===== config.mk =====
export PLATFORM = sky130hd
export DESIGN_NAME = if_stage_fetch_queue_flat
export DESIGN_NICKNAME = d
export VERILOG_FILES = /design/src/rtl/if_stage_fetch_queue_if.sv /design/src/rtl/if_stage_fetch_queue.sv /design/src/flat_wrapper.sv
export SDC_FILE = /design/constraint.sdc
export NUM_CORES = 1
export LEC_CHECK = 0
export ABC_CLOCK_PERIOD_IN_PS = 4250
export CAP_MARGIN = 0
export CORE_UTILIZATION = 53
export CTS_BUF_LIST = sky130_fd_sc_hd__clkbuf_8
export CTS_CLUSTER_DIAMETER = 30
export DETAILED_ROUTE_END_ITERATION = 6
export GPL_ROUTABILITY_DRIVEN = 0
export GPL_TIMING_DRIVEN = 0
export PLACE_DENSITY = 0.78
export SLEW_MARGIN = 20
export SYNTH_ARGS = -nofsm -noshare
export SYNTH_HDL_FRONTEND = slang
export SYNTH_SLANG_ARGS = --single-unit

===== constraint.sdc =====
create_clock -name clk -period 4.25 [get_ports clk]
set_input_delay 0.85 -clock clk [delete_from_list [all_inputs] [get_ports clk]]
set_output_delay 0.85 -clock clk [all_outputs]
set_load 0.1 [all_outputs]

===== src/rtl/if_stage_fetch_queue_if.sv =====
// -----------------------------------------------------------------------------
// if_stage_fetch_queue_if
//   Bundles the signals between pre-IF, the instruction SRAM response side,
//   the flush sources, ID and the IF fetch queue.
//
//   Parameter
//     MAX_OUTSTANDING : sets the width of cancel_cnt (clog2(MAX_OUTSTANDING+1))
//
//   Signal groups
//     issue_*           : fetch issued by pre-IF this cycle; issue_allow goes back
//     inst_sram_*       : in-order SRAM responses
//     wb_ex / ertn_flush / br_taken_cancel : flush sources
//     ID_allowin, IF_to_ID_valid, IF_to_ID_BUS : buffer head toward ID
//     cancel_cnt        : stale responses still to be discarded
//
//   Handshake semantics:
//     issue_valid is only meaningful while issue_allow is high; an issue is
//     taken when issue_valid is high and no flush is active.  Toward ID an
//     entry transfers on a cycle where IF_to_ID_valid && ID_allowin and no
//     flush is active; IF_to_ID_BUS holds steady until that transfer.
//
//   Modports
//     master : the surrounding pipeline (drives issue/response/flush/allowin)
//     slave  : the fetch queue itself
// -----------------------------------------------------------------------------
interface if_stage_fetch_queue_if #(
   parameter int MAX_OUTSTANDING = 2
);

   localparam int CANCEL_W = $clog2(MAX_OUTSTANDING + 1);

   logic                issue_valid;
   logic [31:0]         issue_pc;
   logic                issue_ex;
   logic [14:0]         issue_ex_code;
   logic [31:0]         issue_ex_vaddr;
   logic                issue_allow;
   logic                inst_sram_data_ok;
   logic [31:0]         inst_sram_rdata;
   logic                wb_ex;
   logic                ertn_flush;
   logic                br_taken_cancel;
   logic                ID_allowin;
   logic                IF_to_ID_valid;
   logic [111:0]        IF_to_ID_BUS;
   logic [CANCEL_W-1:0] cancel_cnt;

   modport master (
      output issue_valid, issue_pc, issue_ex, issue_ex_code, issue_ex_vaddr,
      output inst_sram_data_ok, inst_sram_rdata,
      output wb_ex, ertn_flush, br_taken_cancel, ID_allowin,
      input  issue_allow, IF_to_ID_valid, IF_to_ID_BUS, cancel_cnt
   );

   modport slave (
      input  issue_valid, issue_pc, issue_ex, issue_ex_code, issue_ex_vaddr,
      input  inst_sram_data_ok, inst_sram_rdata,
      input  wb_ex, ertn_flush, br_taken_cancel, ID_allowin,
      output issue_allow, IF_to_ID_valid, IF_to_ID_BUS, cancel_cnt
   );

endinterface


===== src/rtl/if_stage_fetch_queue.sv =====
// -----------------------------------------------------------------------------
// if_stage_fetch_queue
//   IF stage with up to MAX_OUTSTANDING in-order instruction SRAM requests in
//   flight and a DEPTH-entry instruction buffer toward ID.  After a flush the
//   responses belonging to requests issued before it are counted in
//   cancel_cnt and dropped as they arrive, while new fetches keep flowing.
//
//   Parameters
//     DEPTH           : instruction buffer entries (power of two, >= 2)
//     MAX_OUTSTANDING : SRAM requests in flight, stale ones included (>= 1)
//
//   Ports
//     clk    : clock
//     resetn : asynchronous active-low reset
//     fq     : if_stage_fetch_queue_if.slave (issue, response, flush, ID side)
//
//   IF_to_ID_BUS layout: {pc[31:0], inst[31:0], ex, ex_code[14:0], ex_vaddr[31:0]}
// -----------------------------------------------------------------------------
module if_stage_fetch_queue #(
   parameter int DEPTH           = 4,
   parameter int MAX_OUTSTANDING = 2
) (
   input  logic                  clk,
   input  logic                  resetn,
   if_stage_fetch_queue_if.slave fq
);

   localparam int CNT_W  = $clog2(MAX_OUTSTANDING + 1);
   localparam int BCNT_W = $clog2(DEPTH + 1);
   localparam int BPTR_W = $clog2(DEPTH);
   localparam int PPTR_W = (MAX_OUTSTANDING > 1) ? $clog2(MAX_OUTSTANDING) : 1;

   typedef struct packed {
      logic [31:0] pc;
      logic        ex;
      logic [14:0] ex_code;
      logic [31:0] ex_vaddr;
   } pend_t;

   // pending-request queue
   pend_t                      pend_q [MAX_OUTSTANDING];
   logic [MAX_OUTSTANDING-1:0] pend_vld_q, pend_vld_d;
   logic [PPTR_W-1:0]          pend_rd_q, pend_rd_d;
   logic [PPTR_W-1:0]          pend_wr_q, pend_wr_d;
   logic [CNT_W-1:0]           pend_cnt_q, pend_cnt_d;

   // output buffer toward ID
   logic [111:0]               buf_q [DEPTH];
   logic [BPTR_W-1:0]          buf_rd_q, buf_rd_d;
   logic [BPTR_W-1:0]          buf_wr_q, buf_wr_d;
   logic [BCNT_W-1:0]          buf_cnt_q, buf_cnt_d;

   logic [CNT_W-1:0]           cancel_cnt_q, cancel_cnt_d;
   logic                       ex_hold_q, ex_hold_d;

   logic                       flush;
   pend_t                      head;
   pend_t                      pend_din;
   logic                       head_vld;
   logic                       resp_drop;
   logic                       resp_data;
   logic                       resp_ex;
   logic                       resp_bad;
   logic                       pend_push;
   logic                       pend_pop;
   logic                       buf_push;
   logic                       buf_pop;
   logic [111:0]               buf_din;
   logic [CNT_W-1:0]           nonex_cnt;
   logic [31:0]                cancel_sum;
   logic [31:0]                sum_out;
   logic [31:0]                sum_buf;

   // Pending queue depth need not be a power of two, so wrap explicitly.
   function automatic logic [PPTR_W-1:0] pend_inc(input logic [PPTR_W-1:0] p);
      return (p == PPTR_W'(MAX_OUTSTANDING - 1)) ? '0 : p + 1'b1;
   endfunction

   assign flush    = fq.wb_ex | fq.ertn_flush | fq.br_taken_cancel;
   assign head     = pend_q[pend_rd_q];
   assign head_vld = (pend_cnt_q != '0);

   // Response matching: stale responses first, then the pending head.  An
   // exception entry at the head never waits for SRAM data.
   assign resp_drop = fq.inst_sram_data_ok && (cancel_cnt_q != '0);
   assign resp_data = fq.inst_sram_data_ok && !resp_drop && head_vld && !head.ex;
   assign resp_ex   = !resp_drop && head_vld && head.ex;
   assign resp_bad  = fq.inst_sram_data_ok && !resp_drop && !resp_data;

   assign pend_push = fq.issue_valid && !flush;
   assign pend_pop  = (resp_data || resp_ex) && !flush;
   assign buf_push  = pend_pop;
   assign buf_pop   = fq.IF_to_ID_valid && fq.ID_allowin && !flush;

   assign pend_din  = '{pc:       fq.issue_pc,
                        ex:       fq.issue_ex,
                        ex_code:  fq.issue_ex_code,
                        ex_vaddr: fq.issue_ex_vaddr};
   assign buf_din   = {head.pc, (resp_ex ? 32'h0 : fq.inst_sram_rdata),
                       head.ex, head.ex_code, head.ex_vaddr};

   // Non-exception pending entries each still owe an SRAM response.
   always_comb begin
      nonex_cnt = '0;
      for (int i = 0; i < MAX_OUTSTANDING; i++) begin
         if (pend_vld_q[i] && !pend_q[i].ex) begin
            nonex_cnt = nonex_cnt + 1'b1;
         end
      end
   end

   // Buffer space is reserved for every pending entry, so a response can
   // always be pushed without checking for room.
   always_comb begin
      sum_out = 32'(pend_cnt_q) + 32'(cancel_cnt_q);
      sum_buf = 32'(pend_cnt_q) + 32'(buf_cnt_q);
   end

   assign fq.issue_allow    = resetn && !ex_hold_q &&
                              (sum_out < $unsigned(MAX_OUTSTANDING)) &&
                              (sum_buf < $unsigned(DEPTH));
   assign fq.IF_to_ID_valid = (buf_cnt_q != '0);
   assign fq.IF_to_ID_BUS   = fq.IF_to_ID_valid ? buf_q[buf_rd_q] : '0;
   assign fq.cancel_cnt     = cancel_cnt_q;

   always_comb begin
      pend_vld_d   = pend_vld_q;
      pend_rd_d    = pend_rd_q;
      pend_wr_d    = pend_wr_q;
      pend_cnt_d   = pend_cnt_q;
      buf_rd_d     = buf_rd_q;
      buf_wr_d     = buf_wr_q;
      buf_cnt_d    = buf_cnt_q;
      cancel_cnt_d = cancel_cnt_q;
      ex_hold_d    = ex_hold_q;
      cancel_sum   = 32'(cancel_cnt_q) + 32'(nonex_cnt) +
                     {31'd0, fq.issue_valid & ~fq.issue_ex};

      if (flush) begin
         // Every request that will still answer becomes stale, including a
         // request issued this very cycle; a response arriving now retires one.
         if (fq.inst_sram_data_ok && (cancel_sum != 32'd0)) begin
            cancel_sum = cancel_sum - 32'd1;
         end
         cancel_cnt_d = CNT_W'(cancel_sum);
         pend_vld_d   = '0;
         pend_rd_d    = '0;
         pend_wr_d    = '0;
         pend_cnt_d   = '0;
         buf_rd_d     = '0;
         buf_wr_d     = '0;
         buf_cnt_d    = '0;
         ex_hold_d    = 1'b0;
      end else begin
         if (resp_drop) begin
            cancel_cnt_d = cancel_cnt_q - 1'b1;
         end
         if (pend_pop) begin
            pend_vld_d[pend_rd_q] = 1'b0;
            pend_rd_d             = pend_inc(pend_rd_q);
         end
         if (pend_push) begin
            pend_vld_d[pend_wr_q] = 1'b1;
            pend_wr_d             = pend_inc(pend_wr_q);
            if (fq.issue_ex) begin
               ex_hold_d = 1'b1;
            end
         end
         pend_cnt_d = pend_cnt_q + CNT_W'(pend_push) - CNT_W'(pend_pop);
         if (buf_push) begin
            buf_wr_d = buf_wr_q + 1'b1;
         end
         if (buf_pop) begin
            buf_rd_d = buf_rd_q + 1'b1;
         end
         buf_cnt_d = buf_cnt_q + BCNT_W'(buf_push) - BCNT_W'(buf_pop);
      end
   end

   always_ff @(posedge clk or negedge resetn) begin
      if (!resetn) begin
         pend_vld_q   <= '0;
         pend_rd_q    <= '0;
         pend_wr_q    <= '0;
         pend_cnt_q   <= '0;
         buf_rd_q     <= '0;
         buf_wr_q     <= '0;
         buf_cnt_q    <= '0;
         cancel_cnt_q <= '0;
         ex_hold_q    <= 1'b0;
      end else begin
         pend_vld_q   <= pend_vld_d;
         pend_rd_q    <= pend_rd_d;
         pend_wr_q    <= pend_wr_d;
         pend_cnt_q   <= pend_cnt_d;
         buf_rd_q     <= buf_rd_d;
         buf_wr_q     <= buf_wr_d;
         buf_cnt_q    <= buf_cnt_d;
         cancel_cnt_q <= cancel_cnt_d;
         ex_hold_q    <= ex_hold_d;
      end
   end

   // Payload storage: occupancy is tracked by the control registers above,
   // so the data itself needs no reset.
   always_ff @(posedge clk) begin
      if (pend_push) begin
         pend_q[pend_wr_q] <= pend_din;
      end
      if (buf_push) begin
         buf_q[buf_wr_q] <= buf_din;
      end
   end

   // A response with nothing stale to drop and no non-exception head to
   // match is a protocol violation; it is ignored by the logic above.
   a_no_orphan_rsp: assert property (@(posedge clk) disable iff (!resetn) !resp_bad);

endmodule


===== src/flat_wrapper.sv =====
// flat-port wrapper written by rule: the top's interface ports become plain ports
module if_stage_fetch_queue_flat 
#(
   parameter int DEPTH           = 4,
   parameter int MAX_OUTSTANDING = 2
)
  (clk, resetn, fq_issue_valid, fq_issue_pc, fq_issue_ex, fq_issue_ex_code, fq_issue_ex_vaddr, fq_inst_sram_data_ok, fq_inst_sram_rdata, fq_wb_ex, fq_ertn_flush, fq_br_taken_cancel, fq_ID_allowin, fq_issue_allow, fq_IF_to_ID_valid, fq_IF_to_ID_BUS, fq_cancel_cnt);
  if_stage_fetch_queue_if #(.MAX_OUTSTANDING(MAX_OUTSTANDING)) fq_i ();
  input  logic clk;
  input  logic resetn;
  input wire logic [$bits(fq_i.issue_valid)-1:0] fq_issue_valid;
  input wire logic [$bits(fq_i.issue_pc)-1:0] fq_issue_pc;
  input wire logic [$bits(fq_i.issue_ex)-1:0] fq_issue_ex;
  input wire logic [$bits(fq_i.issue_ex_code)-1:0] fq_issue_ex_code;
  input wire logic [$bits(fq_i.issue_ex_vaddr)-1:0] fq_issue_ex_vaddr;
  input wire logic [$bits(fq_i.inst_sram_data_ok)-1:0] fq_inst_sram_data_ok;
  input wire logic [$bits(fq_i.inst_sram_rdata)-1:0] fq_inst_sram_rdata;
  input wire logic [$bits(fq_i.wb_ex)-1:0] fq_wb_ex;
  input wire logic [$bits(fq_i.ertn_flush)-1:0] fq_ertn_flush;
  input wire logic [$bits(fq_i.br_taken_cancel)-1:0] fq_br_taken_cancel;
  input wire logic [$bits(fq_i.ID_allowin)-1:0] fq_ID_allowin;
  output wire logic [$bits(fq_i.issue_allow)-1:0] fq_issue_allow;
  output wire logic [$bits(fq_i.IF_to_ID_valid)-1:0] fq_IF_to_ID_valid;
  output wire logic [$bits(fq_i.IF_to_ID_BUS)-1:0] fq_IF_to_ID_BUS;
  output wire logic [$bits(fq_i.cancel_cnt)-1:0] fq_cancel_cnt;
  assign fq_i.issue_valid = fq_issue_valid;
  assign fq_i.issue_pc = fq_issue_pc;
  assign fq_i.issue_ex = fq_issue_ex;
  assign fq_i.issue_ex_code = fq_issue_ex_code;
  assign fq_i.issue_ex_vaddr = fq_issue_ex_vaddr;
  assign fq_i.inst_sram_data_ok = fq_inst_sram_data_ok;
  assign fq_i.inst_sram_rdata = fq_inst_sram_rdata;
  assign fq_i.wb_ex = fq_wb_ex;
  assign fq_i.ertn_flush = fq_ertn_flush;
  assign fq_i.br_taken_cancel = fq_br_taken_cancel;
  assign fq_i.ID_allowin = fq_ID_allowin;
  assign fq_issue_allow = fq_i.issue_allow;
  assign fq_IF_to_ID_valid = fq_i.IF_to_ID_valid;
  assign fq_IF_to_ID_BUS = fq_i.IF_to_ID_BUS;
  assign fq_cancel_cnt = fq_i.cancel_cnt;
  if_stage_fetch_queue #(.DEPTH(DEPTH), .MAX_OUTSTANDING(MAX_OUTSTANDING)) u_core (.clk(clk), .resetn(resetn), .fq(fq_i));
endmodule

======== Word-level counts from Yosys, hierarchy flattened ========
Memory sizes are Yosys's and may differ from the RTL's.
Index checks and enable logic that the tools add are counted.
word-level totals
  memories kept ........................... 2
  word-level logic and storage cells ...... 108
  output and inout bits ................... 116
  bits in registers ....................... 16
  bits of input ports ..................... 120
  memory bits (writable) .................. 608
memories
  memory         depth  width  rd ports  clocked after memory_dff  wr ports  RTL line                    RTL
  u_core.buf_q   4      112    1         0                         1         if_stage_fetch_queue.sv:48  logic [111:0] buf_q [DEPTH];
  u_core.pend_q  2      80     3         0                         1         if_stage_fetch_queue.sv:41  pend_t pend_q [MAX_OUTSTANDING];
cells by class
  reductions and logical operators ........ 35
  $add $sub $neg .......................... 15
  mux-type cells .......................... 34
  bitwise logic cells ..................... 7
  magnitude comparators ................... 6
operators with widths
  kind                 number
  $mux 112             1
  $lt 32x2->1 const B  1
  $lt 32x3->1 const B  1
  $mux 32              1
  $reduce_bool 32->1   1
  $mux 2               13
  $logic_and 1x1->1    18
  $mux 1               16
  $reduce_bool 2->1    7
  $add 2x2->3          2
  $logic_not 1->1      6
  $add 2x1->2 const B  2
  $add 2x3->4          1
  $add 3x1->4          1
  $lt 1x2->1 const B   2
  $sub 2x1->2 const B  2
  $add 3x1->3          1
  $mux 3               1
  $reduce_bool 3->1    1
  $sub 3x1->3          1
  $add 1x1->1 const B  2
  $add 1x1->2 const B  1
  $add 2x1->2          1
  $and 2x2->2          1
  10 further kinds     13

======== Depth between registers and ports, before layout ========
  depth after elaboration ................. 13
  gate-level depth with buffers ........... 13

======== Worst setup path after synthesis ========
Ideal clock, no wire load.
  path kind ............................... input to register
  start point ............................. in fq_ertn_flush
  end point ............................... mem u_core.pend_q[0][0] (netlist bit) (enable)
  arrival ................................. 5.010 ns
  library setup time ...................... 0.528 ns
  data required time ...................... 3.722 ns
  setup slack ............................. -1.289 ns
  cell stages on the path ................. 3
  buffers on the path ..................... 0
  cells stage by stage .................... nor3_1 > and2_1 > nor2b_1
on the way
  cells in the longest elaborated chain, start to end .. 6
ends and longest elaborated chain
  what                          RTL line                     RTL
  start, declared               flat_wrapper.sv:19           input wire logic [$bits(fq_i.ertn_flush)-1:0] fq_ertn_flush;
  $or 1x1->1 (2 in series)      if_stage_fetch_queue.sv:79   assign flush = fq.wb_ex | fq.ertn_flush | fq.br_taken_cancel;
  $logic_not 1->1               if_stage_fetch_queue.sv:90   assign pend_push = fq.issue_valid && !flush;
  $logic_and 1x1->1             if_stage_fetch_queue.sv:90
  $mux 1                        if_stage_fetch_queue.sv:207  if (pend_push) begin
  $mux 1 (not written as such)  if_stage_fetch_queue.sv:208  pend_q[pend_wr_q] <= pend_din;
  end, declared                 if_stage_fetch_queue.sv:41
No other way between the ends.

======== Worst setup path in the final report ========
  start point ............................. reg u_core.buf_rd_q[1]
  end point ............................... out fq_IF_to_ID_BUS[23]
on the way
  cells in the longest elaborated chain, start to end .. 2
ends and longest elaborated chain
  what                    RTL line                     RTL
  start, declared         if_stage_fetch_queue.sv:49   logic [BPTR_W-1:0] buf_rd_q, buf_rd_d;
  start signal, assigned  if_stage_fetch_queue.sv:196  buf_rd_q <= buf_rd_d;
  $mem_v2 4x112           --
  $mux 112                if_stage_fetch_queue.sv:123  assign fq.IF_to_ID_BUS = fq.IF_to_ID_valid ? buf_q[buf_rd_q] : '0;
  end, declared           flat_wrapper.sv:24           output wire logic [$bits(fq_i.IF_to_ID_BUS)-1:0] fq_IF_to_ID_BUS;
No other way between the ends.

==> run metrics <==
status=completed; die width=215 µm; final worst slack=178 ps; PortBufs=235; worst setup path class=reg2out; global-route wire length before repair=72100 µm; I/O pin count=236; # clock sinks=roughly 620; die area=46100 µm²; metal1 wirelength=~19000 µm; Worst path most repeated cell=buf_2; max layer used=met5; Final Net Count=1605; design area=slightly below 30000 µm²; Critical Path Sink Type=output pin; initial core utilization=0.539; Synth cell types=31; mapped cell area=roughly 24000 µm²; share of cells above drive strength 1=0.287; cell count after synthesis=1107; Pre-antenna DRT Iters=5; most common cell after layout, fill and taps aside=edfxtp_1; H-tree depth=3; period utilization=0.958; vias in the first global route=between 10000 and 15000; Setup TNS=0 ps; Hold Fails Final Rpt=0; critical path startpoint=u_core.buf_rd_q[1]$_DFFE_PN0P_; final setup vio count=0; Core Rows=77; Routed WL per cell=22.0 µm; clk slew on worst S/H paths=approximately 60 ps; core footprint=roughly 44000 µm²; CP cell instances=clkbuf_1 > buf_2 > buf_2 > mux4_2 > and2_1 > dlygate4sd2_1; clock buffer depth=3; DRC=0; Worst Skew=24.1 ps; slew margin rel.=0.282; max-cap violation count=0; antenna violations before repair=6; Reg-to-Reg Start=u_core.fq.cancel_cnt[1]$_DFFE_PN0P_; clk_lat worst skew=~700 ps; crit path time final=4070 ps; CTS Root Cell=clkbuf_8; Die Y=about 210 µm; CP Launch Type=flip-flop; Final Max Tran Viols=0; syn_area_per_cell=~22 µm²; Starting DRT DRC Count=about 800; Worst EP arrival=about 3200 ps; placed inst area=27400 µm²; f_max=roughly 250 MHz; DP HPWL=29300 µm; cts bufs inserted=between 100 and 150; Total Wirelength=47400 µm; Post-Place Worst Slack=-66.9 ps; synth warn=0; P_leak=10.1 nW; Synth Register Bits=624; Max FO, Critical Path=10; Final ANT Viol Nets=0; met2 WL=24300 µm; sequential fraction of the synthesis area=0.779; total track usage=0.211; fin util=0.669; grt ovf=0; CTS tree=yes; worst hold path type=reg2reg; Critical path buffers and inverters=4; Crit path max-delay family=buffers and inverters; largest net degree at the start of global routing=46; pwr/cell area=438 nW/µm²; RSZ-0062 raised after global routing=no; maximum ir drop on the vdd rail=0.365 mV; max incr delay on CP=870 ps; WL met3=3190 µm; worst path required time=3400 ps; vias=roughly 12000; Total Power=13.0 mW; Area Overhead vs Synth=24.1%; slowest cell on the critical path=dlygate4sd2_1; Post-Syn Nets=1243; Vias per Instance=5.43; hold_sp=u_core.ex_hold_q$_DFFE_PN0P_; Least-Margin Pin Slew=1070 ps; most frequent cells in the layout=608 x edfxtp_1, 122 x clkdlybuf4s50_1, 121 x clkbuf_8, 115 x and2_1, 112 x mux4_2
## per-stage QoR
step	instances	hold slack (ps)
after global placement	1934	501
final	2156	539
after floorplan	1107	454
after global routing	2156	554
after CTS	2155	543
after detailed placement	1947	527
## layer usage
metal | GRT usage | up-vias
li1 | - | 5184
met1 | 0.264 | 6050
met2 | 0.362 | 412
met3 | 0.0540 | 61
met4 | 0.0690 | 10
met5 | 0 | -
## tightest hold or removal path: stages, from the launching register on
cell and delay (ps):
dfrtp_1 370, a21oi_1 50, nor2_1 80
## worst paths after layout
kind / depth (start not counted) / to / slack [ps]
setup reg to reg: 7 / u_core.buf_q[1][68]$_DFFE_PP_ / 1290
setup / recovery: 6 / fq_IF_to_ID_BUS[23] / 180
hold reg to reg: 2 / u_core.ex_hold_q$_DFFE_PN0P_ / 540
min in group asynchronous: 1 / u_core.pend_vld_q[1]$_DFF_PN0_ / 630
hold / removal: 2 / u_core.ex_hold_q$_DFFE_PN0P_ / 540
max in group asynchronous: 1 / u_core.buf_rd_q[0]$_DFFE_PN0P_ / 3110
## state kept, by name (all words and copies together) (netlist names)
| name | cells |
|---|---|
| u_core.buf_cnt_q | 3 |
| u_core.buf_q | 448 |
| u_core.buf_rd_q | 2 |
| u_core.buf_wr_q | 2 |
| u_core.ex_hold_q | 1 |
| u_core.fq.cancel_cnt | 2 |
| u_core.pend_cnt_q | 2 |
| u_core.pend_q | 160 |
| u_core.pend_rd_q | 1 |
| u_core.pend_vld_q | 2 |
| u_core.pend_wr_q | 1 |
## cell usage after synthesis
master	count	area (µm²)
buf_2	22	110
inv_1	13	48.8
nand2_1	3	11.3
or3_1	2	12.5
nor2_1	12	45.0
nand3b_1	1	7.51
nand3_1	2	10.0
nor2b_1	36	225
o221ai_4	1	26.3
dfrtp_1	16	400
and3_1	1	6.26
buf_1	1	3.75
a21oi_1	7	35.0
and2_1	119	744
edfxtp_1	608	18300
mux2_2	80	901
buf_6	8	90.1
ha_1	12	150
xnor2_1	4	35.0
xor2_1	4	35.0
o211a_1	2	20.0
mux2_4	1	15.0
o21ai_0	6	30.0
nand2b_1	3	18.8
a31oi_1	1	6.26
clkbuf_1	22	82.6
a211oi_1	1	7.51
mux4_2	112	2520
nor4_1	1	6.26
fa_1	4	80.1
nor3_1	2	10.0
## where the power goes
part,switching [mW],internal (mW),total [mW]
clock,2.39,3.43,5.82
combinational,0.248,0.192,0.441
sequential,0.0253,6.75,6.77
total,2.66,10.4,13.0
## kinds of logic after synthesis
kind of cell               count (synthesis)  synth area share
xor gates and xnor gates                   8           0.00292
DFF                                      624             0.779
muxes                                    193             0.144
adders and majority gates                 16           0.00961
buffers and inverters                     66            0.0140
AOI/OAI and AO/OA                         18           0.00522
and+or+nand+nor                          182            0.0458
## what timing repair did
action                                  4_1_cts  5_1_grt
pin swaps                                     0        0
resized for setup                           183       23
setup buffers                                 0        0
endpoints found under the setup margin      114       15
hold buffers                                  0        0
## layout make-up
| type | count | area, µm² |
|---|---|---|
| antenna | 1 | 2.50 |
| buffer | 52 | 283 |
| clock buffer | 121 | 1670 |
| clock inverter | 88 | 744 |
| fill | 2916 | 14700 |
| inverter | 13 | 48.8 |
| multi-input combinational | 417 | 4990 |
| sequential | 624 | 18700 |
| tap | 592 | 741 |
| timing repair buffer | 248 | 2590 |
(Power assumes the default switching activity.)
